File: config.mk
export PLATFORM = sky130hd
export DESIGN_NAME = uart_rx_mmio_flat
export DESIGN_NICKNAME = d
export VERILOG_FILES = /design/src/rtl/uart_rx_mmio_if.sv /design/src/rtl/uart_rx_mmio.sv /design/src/flat_wrapper.sv
export SDC_FILE = /design/constraint.sdc
export NUM_CORES = 1
export LEC_CHECK = 0
export CAP_MARGIN = 20
export CORE_ASPECT_RATIO = 0.7
export CORE_UTILIZATION = 35
export CTS_CLUSTER_DIAMETER = 150
export CTS_CLUSTER_SIZE = 12
export DETAILED_ROUTE_END_ITERATION = 8
export PLACE_DENSITY_LB_ADDON = 0.08
export SKIP_LAST_GASP = 1
export SLEW_MARGIN = 20
export SYNTH_ARGS = -nofsm -noshare
export SYNTH_HDL_FRONTEND = slang
export SYNTH_SLANG_ARGS = --single-unit
File: constraint.sdc
create_clock -name clk -period 5 [get_ports clk]
set_clock_uncertainty 0.2 [all_clocks]
set_input_delay 1.25 -clock clk [delete_from_list [all_inputs] [get_ports clk]]
set_output_delay 1.25 -clock clk [all_outputs]
set_load 0.02 [all_outputs]
File: src/rtl/uart_rx_mmio_if.sv
// picorv32 native memory bus, as seen between the CPU (master) and a peripheral (slave).
interface uart_rx_mmio_if;
  logic        mem_valid;
  logic [31:0] mem_addr;
  logic [31:0] mem_wdata;
  logic [3:0]  mem_wstrb;
  logic        mem_ready;
  logic [31:0] mem_rdata;

  modport master (
    output mem_valid, mem_addr, mem_wdata, mem_wstrb,
    input  mem_ready, mem_rdata
  );

  modport slave (
    input  mem_valid, mem_addr, mem_wdata, mem_wstrb,
    output mem_ready, mem_rdata
  );
endinterface

File: src/rtl/uart_rx_mmio.sv
// UART receiver (8N1) with receive FIFO behind a picorv32 memory-mapped register window.
// Define UART_RX_PARITY_EN to receive 8E1 frames with an even-parity check.
module uart_rx_mmio #(
  parameter int unsigned CLK_HZ     = 100000000,
  parameter int unsigned BAUD       = 115200,
  parameter logic [31:0] ADDR_BASE  = 32'h0200_0000,
  parameter int unsigned FIFO_DEPTH = 16
) (
  input  logic            clk,
  input  logic            reset,
  uart_rx_mmio_if.slave   bus,
  input  logic            rxd,
  output logic            irq
);

  localparam int unsigned DIV   = CLK_HZ / BAUD;
  localparam int unsigned CNT_W = $clog2(DIV);
  localparam int unsigned AW    = $clog2(FIFO_DEPTH);
  localparam int unsigned CW    = AW + 1;

  typedef enum logic [2:0] {
    S_IDLE,
    S_START,
    S_DATA,
`ifdef UART_RX_PARITY_EN
    S_PARITY,
`endif
    S_STOP
  } state_t;

  state_t           state_q, state_d;
  logic [CNT_W-1:0] cnt_q, cnt_d;
  logic [2:0]       bit_q, bit_d;
  logic [7:0]       shreg_q, shreg_d;
  logic             push_c, frame_set_c;
`ifdef UART_RX_PARITY_EN
  logic             perr_q, perr_d, perr_set_c;
`endif

  logic rxd_meta, rxd_sync, rxd_last;
  logic fall_c;

  logic [7:0]    fifo_mem [FIFO_DEPTH];
  logic [AW-1:0] wptr_q, rptr_q;
  logic [CW-1:0] count_q;
  logic          empty_c, full_c, pop_c, push_ok_c, ovr_set_c;
  logic          overrun_q, frame_err_q, parity_err_c, irq_en_q;

  logic        sel_c, ack_c, is_rd_c, wr_lo_c;
  logic [1:0]  off_c;
  logic [31:0] rd_c;
  logic        unused_c;

  // Two-flop synchroniser; the extra flop gives the previous synchronised value for edge detect.
  always_ff @(posedge clk) begin
    if (reset) begin
      rxd_meta <= 1'b1;
      rxd_sync <= 1'b1;
      rxd_last <= 1'b1;
    end else begin
      rxd_meta <= rxd;
      rxd_sync <= rxd_meta;
      rxd_last <= rxd_sync;
    end
  end

  assign fall_c = rxd_last && !rxd_sync;

  always_ff @(posedge clk) begin
    if (reset) begin
      state_q <= S_IDLE;
      cnt_q   <= '0;
      bit_q   <= '0;
      shreg_q <= '0;
`ifdef UART_RX_PARITY_EN
      perr_q  <= 1'b0;
`endif
    end else begin
      state_q <= state_d;
      cnt_q   <= cnt_d;
      bit_q   <= bit_d;
      shreg_q <= shreg_d;
`ifdef UART_RX_PARITY_EN
      perr_q  <= perr_d;
`endif
    end
  end

  // Frame FSM: every sample is taken when the bit-period counter reaches zero.
  always_comb begin
    state_d     = state_q;
    cnt_d       = cnt_q;
    bit_d       = bit_q;
    shreg_d     = shreg_q;
    push_c      = 1'b0;
    frame_set_c = 1'b0;
`ifdef UART_RX_PARITY_EN
    perr_d      = perr_q;
    perr_set_c  = 1'b0;
`endif
    if (state_q != S_IDLE && cnt_q != '0) begin
      cnt_d = cnt_q - CNT_W'(1);
    end
    case (state_q)
      S_IDLE: begin
        if (fall_c) begin
          state_d = S_START;
          cnt_d   = CNT_W'(DIV / 2 - 1);
`ifdef UART_RX_PARITY_EN
          perr_d  = 1'b0;
`endif
        end
      end
      S_START: begin
        if (cnt_q == '0) begin
          if (!rxd_sync) begin
            state_d = S_DATA;
            cnt_d   = CNT_W'(DIV - 1);
            bit_d   = 3'd0;
          end else begin
            state_d = S_IDLE;
          end
        end
      end
      S_DATA: begin
        if (cnt_q == '0) begin
          shreg_d = {rxd_sync, shreg_q[7:1]};
          cnt_d   = CNT_W'(DIV - 1);
          bit_d   = bit_q + 3'd1;
          if (bit_q == 3'd7) begin
`ifdef UART_RX_PARITY_EN
            state_d = S_PARITY;
`else
            state_d = S_STOP;
`endif
          end
        end
      end
`ifdef UART_RX_PARITY_EN
      S_PARITY: begin
        if (cnt_q == '0) begin
          state_d = S_STOP;
          cnt_d   = CNT_W'(DIV - 1);
          if (^{shreg_q, rxd_sync}) begin
            perr_d     = 1'b1;
            perr_set_c = 1'b1;
          end
        end
      end
`endif
      S_STOP: begin
        if (cnt_q == '0) begin
          state_d = S_IDLE;
          if (rxd_sync) begin
`ifdef UART_RX_PARITY_EN
            push_c = !perr_q;
`else
            push_c = 1'b1;
`endif
          end else begin
            frame_set_c = 1'b1;
          end
        end
      end
      default: state_d = S_IDLE;
    endcase
  end

  // Bus decode: one-cycle ack, never twice in a row for the same request.
  assign sel_c   = bus.mem_valid && (bus.mem_addr[31:4] == ADDR_BASE[31:4]);
  assign ack_c   = sel_c && !bus.mem_ready;
  assign off_c   = bus.mem_addr[3:2];
  assign is_rd_c = (bus.mem_wstrb == 4'b0000);
  assign wr_lo_c = ack_c && bus.mem_wstrb[0];

  assign empty_c   = (count_q == '0);
  assign full_c    = (count_q == CW'(FIFO_DEPTH));
  assign pop_c     = ack_c && is_rd_c && (off_c == 2'd0) && !empty_c;
  assign push_ok_c = push_c && (!full_c || pop_c);
  assign ovr_set_c = push_c && full_c && !pop_c;

`ifdef UART_RX_PARITY_EN
  logic parity_err_q;
  always_ff @(posedge clk) begin
    if (reset) begin
      parity_err_q <= 1'b0;
    end else begin
      parity_err_q <= (parity_err_q && !(wr_lo_c && off_c == 2'd1 && bus.mem_wdata[4])) || perr_set_c;
    end
  end
  assign parity_err_c = parity_err_q;
`else
  assign parity_err_c = 1'b0;
`endif

  always_comb begin
    rd_c = '0;
    case (off_c)
      2'd0: rd_c = empty_c ? 32'd0 : {1'b1, 23'd0, fifo_mem[rptr_q]};
      2'd1: rd_c = {7'd0, 9'(count_q), 11'd0, parity_err_c, frame_err_q, overrun_q, full_c, !empty_c};
      2'd2: rd_c = {31'd0, irq_en_q};
      default: rd_c = '0;
    endcase
  end

  // Storage has no reset; only the pointers and count define FIFO contents.
  always_ff @(posedge clk) begin
    if (push_ok_c) begin
      fifo_mem[wptr_q] <= shreg_q;
    end
  end

  // Sticky flags: a set in the same cycle as a clear wins so no event is lost.
  always_ff @(posedge clk) begin
    if (reset) begin
      bus.mem_ready <= 1'b0;
      bus.mem_rdata <= '0;
      irq           <= 1'b0;
      wptr_q        <= '0;
      rptr_q        <= '0;
      count_q       <= '0;
      overrun_q     <= 1'b0;
      frame_err_q   <= 1'b0;
      irq_en_q      <= 1'b0;
    end else begin
      bus.mem_ready <= ack_c;
      bus.mem_rdata <= (ack_c && is_rd_c) ? rd_c : 32'd0;
      irq           <= irq_en_q && !empty_c;
      if (push_ok_c) wptr_q <= wptr_q + AW'(1);
      if (pop_c)     rptr_q <= rptr_q + AW'(1);
      if (push_ok_c && !pop_c)      count_q <= count_q + CW'(1);
      else if (pop_c && !push_ok_c) count_q <= count_q - CW'(1);
      overrun_q   <= (overrun_q && !(wr_lo_c && off_c == 2'd1 && bus.mem_wdata[2])) || ovr_set_c;
      frame_err_q <= (frame_err_q && !(wr_lo_c && off_c == 2'd1 && bus.mem_wdata[3])) || frame_set_c;
      if (wr_lo_c && off_c == 2'd2) irq_en_q <= bus.mem_wdata[0];
    end
  end

  assign unused_c = ^{bus.mem_addr[1:0], bus.mem_wdata, bus.mem_wstrb};

endmodule

File: src/flat_wrapper.sv
// flat-port wrapper written by rule: the top's interface ports become plain ports
module uart_rx_mmio_flat 
#(
  parameter int unsigned CLK_HZ     = 100000000,
  parameter int unsigned BAUD       = 115200,
  parameter logic [31:0] ADDR_BASE  = 32'h0200_0000,
  parameter int unsigned FIFO_DEPTH = 16
)
  (clk, reset, rxd, irq, bus_mem_valid, bus_mem_addr, bus_mem_wdata, bus_mem_wstrb, bus_mem_ready, bus_mem_rdata);
  uart_rx_mmio_if bus_i ();
  input  logic clk;
  input  logic reset;
  input  logic rxd;
  output logic irq;
  input wire logic [$bits(bus_i.mem_valid)-1:0] bus_mem_valid;
  input wire logic [$bits(bus_i.mem_addr)-1:0] bus_mem_addr;
  input wire logic [$bits(bus_i.mem_wdata)-1:0] bus_mem_wdata;
  input wire logic [$bits(bus_i.mem_wstrb)-1:0] bus_mem_wstrb;
  output wire logic [$bits(bus_i.mem_ready)-1:0] bus_mem_ready;
  output wire logic [$bits(bus_i.mem_rdata)-1:0] bus_mem_rdata;
  assign bus_i.mem_valid = bus_mem_valid;
  assign bus_i.mem_addr = bus_mem_addr;
  assign bus_i.mem_wdata = bus_mem_wdata;
  assign bus_i.mem_wstrb = bus_mem_wstrb;
  assign bus_mem_ready = bus_i.mem_ready;
  assign bus_mem_rdata = bus_i.mem_rdata;
  uart_rx_mmio #(.CLK_HZ(CLK_HZ), .BAUD(BAUD), .ADDR_BASE(ADDR_BASE), .FIFO_DEPTH(FIFO_DEPTH)) u_core (.clk(clk), .reset(reset), .bus(bus_i), .rxd(rxd), .irq(irq));
endmodule
After elaboration in Yosys (flattened, before gate mapping)
Memories as Yosys holds them, arrays and structs flattened. A register that Yosys moved wholly into a read port is not among the register bits.
Cells that the tools add are included.
{ "word_totals": {"in_bits": 72, "register_bits": 77, "output_inout_bits": 34, "ramBits": 128, "elab_cells": 113, "mem_count": 1} }
{ "memory_table": {"columns": ["memory", "words", "width", "read_ports", "rd_ports_with_merged_regs", "wr", "line", "source"], "rows": [
  ["u_core.fifo_mem", 16, 8, 1, 1, 1, "uart_rx_mmio.sv:43", "logic [7:0] fifo_mem [FIFO_DEPTH];"]
]} }
{ "classes": {"bitwise_logic": 1, "add_sub_neg": 6, "reduce_logical": 44, "eq_ne": 14, "n_mux": 31} }
{ "ops": {"columns": ["op", "count"], "rows": [
  ["$pmux W32 S3", 1],
  ["$mux W10", 5],
  ["$mux W32", 1],
  ["$pmux W10 S3", 1],
  ["$eq A28 B22 Y1 const B", 1],
  ["$mux W3", 8],
  ["$logic_and A1 B1 Y1", 20],
  ["$pmux W3 S4", 1],
  ["$logic_not A10 Y1", 1],
  ["$mux W5", 2],
  ["$ne A2 B1 Y1 const B", 5],
  ["$reduce_bool A10 Y1", 1],
  ["$sub A10 B1 Y10 const B", 1],
  ["$add A4 B1 Y4 const B", 2],
  ["$logic_not A1 Y1", 8],
  ["$mux W1", 8],
  ["$mux W4", 2],
  ["$eq A3 B2 Y1 const B", 2],
  ["$pmux W3 S2", 1],
  ["$add A5 B1 Y5 const B", 1],
  ["$eq A5 B5 Y1 const B", 1],
  ["$logic_not A5 Y1", 1],
  ["$reduce_and A5 Y1", 1],
  ["$sub A5 B1 Y5 const B", 1],
  ["17 further kinds", 20]
]} }

Logic depth before layout (Yosys ltp)
{ "depth": {"depth_word": 12, "ltp_mapped": 15, "depth_no_buf": 13} }

Worst setup path before layout
OpenSTA, ideal clock, no wires.
{ "synth_path": {"path_kind": "input-to-reg", "startpoint": "input port bus_mem_wstrb[1]", "endpoint": "register u_core.count_q[4]", "stages": 13, "required_time_ns": 4.730, "arrival_ns": 4.321, "n_path_buf": 1, "setup_ns": 0.070, "slack_ns": 0.409, "cell_sequence": "or4_4 > a2111o_1 > nor3_4 > o21a_2 > buf_4 > ha_1 > inv_1 > fa_1 > a21o_1 > a21oi_1 > xnor2_1 > or3_1 > a21oi_1"} }
{ "synth_via": {"elab_chain_cells": 9, "elab_cells_between_ends": 12, "classes_between": "1 x mux; 11 x reduce/logical"} }
{ "synth_lines": {"columns": ["element", "line", "source"], "rows": [
  ["start, declared", "flat_wrapper.sv:18", "input wire logic [$bits(bus_i.mem_wstrb)-1:0] bus_mem_wstrb;"],
  ["$logic_not A4 Y1 (*)", "uart_rx_mmio.sv:173", "assign is_rd_c = (bus.mem_wstrb == 4'b0000);"],
  ["$logic_and A1 B1 Y1 (*) (3 in series)", "uart_rx_mmio.sv:178", "assign pop_c = ack_c && is_rd_c && (off_c == 2'd0) && !empty_c;"],
  ["$logic_or A1 B1 Y1 (*)", "uart_rx_mmio.sv:179", "assign push_ok_c = push_c && (!full_c || pop_c);"],
  ["$logic_and A1 B1 Y1 (*)", "uart_rx_mmio.sv:179", null],
  ["via u_core.push_ok_c", "uart_rx_mmio.sv:46", "logic empty_c, full_c, pop_c, push_ok_c, ovr_set_c;"],
  ["$logic_not A1 Y1", "uart_rx_mmio.sv:232", "else if (pop_c && !push_ok_c) count_q <= count_q - CW'(1);"],
  ["$logic_and A1 B1 Y1", "uart_rx_mmio.sv:232", null],
  ["$reduce_bool A2 Y1 (no line)", null, null],
  ["end signal, assigned", "uart_rx_mmio.sv:231", "if (push_ok_c && !pop_c) count_q <= count_q + CW'(1);"],
  ["end signal, assigned", "uart_rx_mmio.sv:232", null],
  ["end, declared", "uart_rx_mmio.sv:45", "logic [CW-1:0] count_q;"]
]} }
The timed path passes the listed nets; every way through them passes the cells marked *.
A chain may end at the register's enable or synchronous reset.

Worst setup path in the final report
{ "layout_path": {"startpoint": "input port bus_mem_wstrb[0]", "endpoint": "register u_core.count_q[4]"} }
{ "layout_via": {"elab_chain_cells": 9, "elab_cells_between_ends": 12, "classes_between": "1 x mux; 11 x reduce/logical"} }
{ "layout_lines": {"columns": ["element", "line"], "rows": [
  ["$logic_not A4 Y1 (*)", "uart_rx_mmio.sv:173"],
  ["$logic_and A1 B1 Y1 (*) (3 in series)", "uart_rx_mmio.sv:178"],
  ["$logic_or A1 B1 Y1", "uart_rx_mmio.sv:179"],
  ["$logic_and A1 B1 Y1", "uart_rx_mmio.sv:179"],
  ["$logic_not A1 Y1", "uart_rx_mmio.sv:232"],
  ["$logic_and A1 B1 Y1", "uart_rx_mmio.sv:232"],
  ["$reduce_bool A2 Y1 (no line)", null]
]} }
Mark *: on every way between the ends. The rest lies on a longest branch, timed or not.

==> impl_metrics.json <==
{
  "drt_iter0_drc": 247,
  "status": "finished, final reports clean",
  "wirelength_mm": 16.7,
  "ys_seq_area_share_pct": 64.6,
  "avgSynthCellArea_um2": 15.1,
  "area_growth_pct": 17.9,
  "grt_max_degree": 51,
  "comb_power_share_pct": 4.0,
  "final_hold_viol_count": 0,
  "cts_buffer_depth": 2,
  "cp_top_family": "simple AND/OR/NAND/NOR gates",
  "cp.arrival_ns": 4.68,
  "port-buffer-count": 56,
  "min_path_cells": 1,
  "dp_hpwl_mm": 11.3,
  "crit_fanout": 5,
  "cts_tree": "built",
  "root_buffer": "clkbuf_16",
  "syn_inst": 520,
  "synth_edf_count": 128,
  "worstPathRequired_ns": 5.15,
  "crit_path_end_kind": "flop",
  "worst_hold_startpoint": "u_core.rxd_meta",
  "ys_warn_count": 0,
  "power_switching_mw": 0.709,
  "cts_resized": 0,
  "firstDrtPassIters": 4,
  "max_cap_violations": 0,
  "clkPwrFrac_pct": 42.5,
  "first_global_vias": 4239,
  "cts_setup_buffers": 0,
  "drive_above_1_share_pct": 17.2,
  "htree_levels": 4,
  "p_int_mw": 2.42,
  "gr-total-overflow": 0,
  "drc": 0,
  "cpPeakStageDelay_ns": 0.55,
  "maxSlewViolCount": 0,
  "hp-class": "flop to flop",
  "path_class": "input pin to flop",
  "finalNetCount": 666,
  "rsz0062_at_grt": "no",
  "critPathSlowestCell": "or4_4",
  "power_density_nw_per_um2": 338,
  "stdcell_count": 876,
  "gp_congestion": 0.716,
  "ys.flop_type": "edfxtp_1",
  "routedWlPerCell_um": 19.0,
  "crit_path_cell_trace": "clkdlybuf4s50_1, or4_4, a2111o_1, nor3_4, buf_4, inv_2, ha_1, inv_1, ha_1, a21o_1, a21oi_1, xnor2_1, or3_1, a21oi_1",
  "core_um2": 21800,
  "nFillCells": 1984,
  "dp.cells": 844,
  "r2r_setup_slack_ns": 1.15,
  "power_frac_seq_pct": 53.5,
  "p_leak_nw": 3.07,
  "initial_utilization_pct": 36.0,
  "setup_viol": 0,
  "fin_setup_tns_ns": 0,
  "antenna_found_initial": 0,
  "vias": 4427,
  "die_h_um": 127,
  "ys_seq_elements": 190,
  "rows": 45,
  "cp-start-kind": "input pin",
  "synth_cell_types": 59,
  "holdPathEnd": "u_core.rxd_sync",
  "post-route-min-period_ns": 4.54,
  "die_w_um": 181,
  "worst_slew_pin_slew_ns": 0.924,
  "sw_frac_of_total_pct": 22.6,
  "min_period_over_period_pct": 90.7,
  "track_usage_pct": 15.2,
  "clk_latency_ns": 0.43,
  "viasPerCell": 5.05,
  "antenna_cells": 0,
  "synthArstFlopShare_pct": 0,
  "io_pins": 106,
  "ir_drop_mv": 0.210,
  "fmax_mhz": 220,
  "grt_pass1_wl_mm": 25.7,
  "final_cell_mix": "edfxtp_1 (128), dfxtp_1 (60), clkdlybuf4s50_1 (55)",
  "antenna_left": 0,
  "cts_sinks": 190,
  "clk_pin_slew_ns": 0.07,
  "reg2reg_to": "u_core.count_q[4]",
  "hold_buffers": 0,
  "cp_num_buf_inv": 4,
  "r2r_start": "u_core.cnt_q[0]",
  "maxSlewHeadroom_pct": 38.4,
  "r2r_cells": 14,
  "dieArea_um2": 23100,
  "syn_area_um2": 7870,
  "cts_buffers": 17,
  "layout_commonest_cell": "edfxtp_1"
}
synthesized netlist by cell type, types with 4 or more instances:
master / number / area share [%]
o21ai_0: 7 / 0.44
nor2_1: 27 / 1.3
or2_2: 5 / 0.40
clkbuf_1: 19 / 0.91
a21oi_1: 28 / 1.8
ha_1: 12 / 1.9
nand2_1: 27 / 1.3
or3_1: 5 / 0.40
inv_1: 10 / 0.48
a21o_1: 4 / 0.38
nor2b_1: 9 / 0.72
mux4_2: 40 / 11
nor4bb_1: 4 / 0.51
edfxtp_1: 128 / 49
a22oi_1: 4 / 0.38
nand4_1: 4 / 0.32
and2_1: 7 / 0.56
buf_2: 4 / 0.25
nor4b_1: 4 / 0.44
xnor2_1: 9 / 1.0
nand2b_1: 4 / 0.32
and4_1: 4 / 0.44
buf_4: 19 / 1.8
dfxtp_1: 62 / 16
nand3_1: 5 / 0.32
nor4_1: 11 / 0.87
and4b_1: 8 / 1.0
mux2i_1: 8 / 1.0
registers in the layout (all words and copies together) (netlist names), 2 cells and up, named ones only:
name / count
u_core.fifo_mem: 128
u_core.bus.mem_rdata: 14
u_core.count_q: 5
u_core.state_q: 2
u_core.wptr_q: 4
u_core.shreg_q: 8
u_core.bit_q: 3
u_core.rptr_q: 4
u_core.cnt_q: 10
worst max path at each step:
| stage | from | to | slack [ns] | depth (start not counted) |
|---|---|---|---|---|
| floorplan | bus_mem_wstrb[1] | u_core.count_q[4] | 0.41 | 13 |
| detailed placement | bus_mem_wstrb[0] | u_core.count_q[4] | 0.03 | 14 |
| global route | bus_mem_wstrb[0] | u_core.count_q[4] | 0.25 | 14 |
| CTS | bus_mem_wstrb[0] | u_core.count_q[4] | 0.47 | 14 |
| global placement | bus_mem_wstrb[0] | u_core.count_q[4] | 0.05 | 14 |
| finish | bus_mem_wstrb[0] | u_core.count_q[4] | 0.46 | 14 |
worst reg2reg max path, stage by stage (launching register included):
cell     delay [ns]
dfxtp_1        0.32
inv_1          0.13
ha_1           0.22
or4b_1         0.59
nor4_1         0.33
buf_4          0.19
o21a_2         0.14
ha_1           0.17
inv_1          0.11
fa_1           0.47
a21o_1         0.19
a21oi_1        0.18
xnor2_1        0.09
or3_1          0.30
a21oi_1        0.14
power groups by stage:
stage	sequential, mW	combinational, mW	clock (mW)
after CTS	1.67	0.126	1.36
after detailed placement	1.71	0.126	0
after floorplan	1.70	0.0941	0
final	1.68	0.125	1.33
after global routing	1.68	0.138	1.42
after global placement	1.71	0.123	0
routing by layer:
metal  wire [um]  global-route usage (%)  vias up
met4         194                    5.23        0
met2        6920                    20.9       90
met5           0                       0        -
met3         922                    3.45       14
li1            -                       -     2098
met1        8610                    23.2     2225
cells by family (layout without fill, tap and decap cells):
logic type,count (synthesis),in the layout,synth area share (%)
XOR/XNOR,10,10,1.11
buffers and inverters,55,112,3.59
AO/OA/AOI/OAI,60,60,5.01
flip-flops,190,190,64.6
other,1,18,0.0476
AND/OR/NAND/NOR,141,141,10.7
multiplexers,50,50,12.7
adder cells (fa/ha/maj),13,13,2.16
cell type report:
class                   instances  area, um2  area share, %
inverters                      11       41.3          0.445
flip-flops and latches        190       5090           54.8
repair buffers                 69        653           7.04
clock buffers                  17        425           4.58
well taps                     282        353           3.80
clock inverters                15        153           1.64
multi-input cells             292       2570           27.7
stage by stage:
stage	util (%)	setup slack, ns	power, mW	instance area (um2)	hold WS (ns)
after floorplan	-	0.409	1.80	7940	0.189
after global placement	39.8	0.0494	1.83	8700	0.197
after detailed placement	39.8	0.0344	1.84	8700	0.193
after CTS	42.5	0.465	3.16	9280	0.212
after global routing	42.5	0.255	3.24	9280	0.221
final	42.5	0.464	3.13	9280	0.210
(Power assumes the default switching activity.)
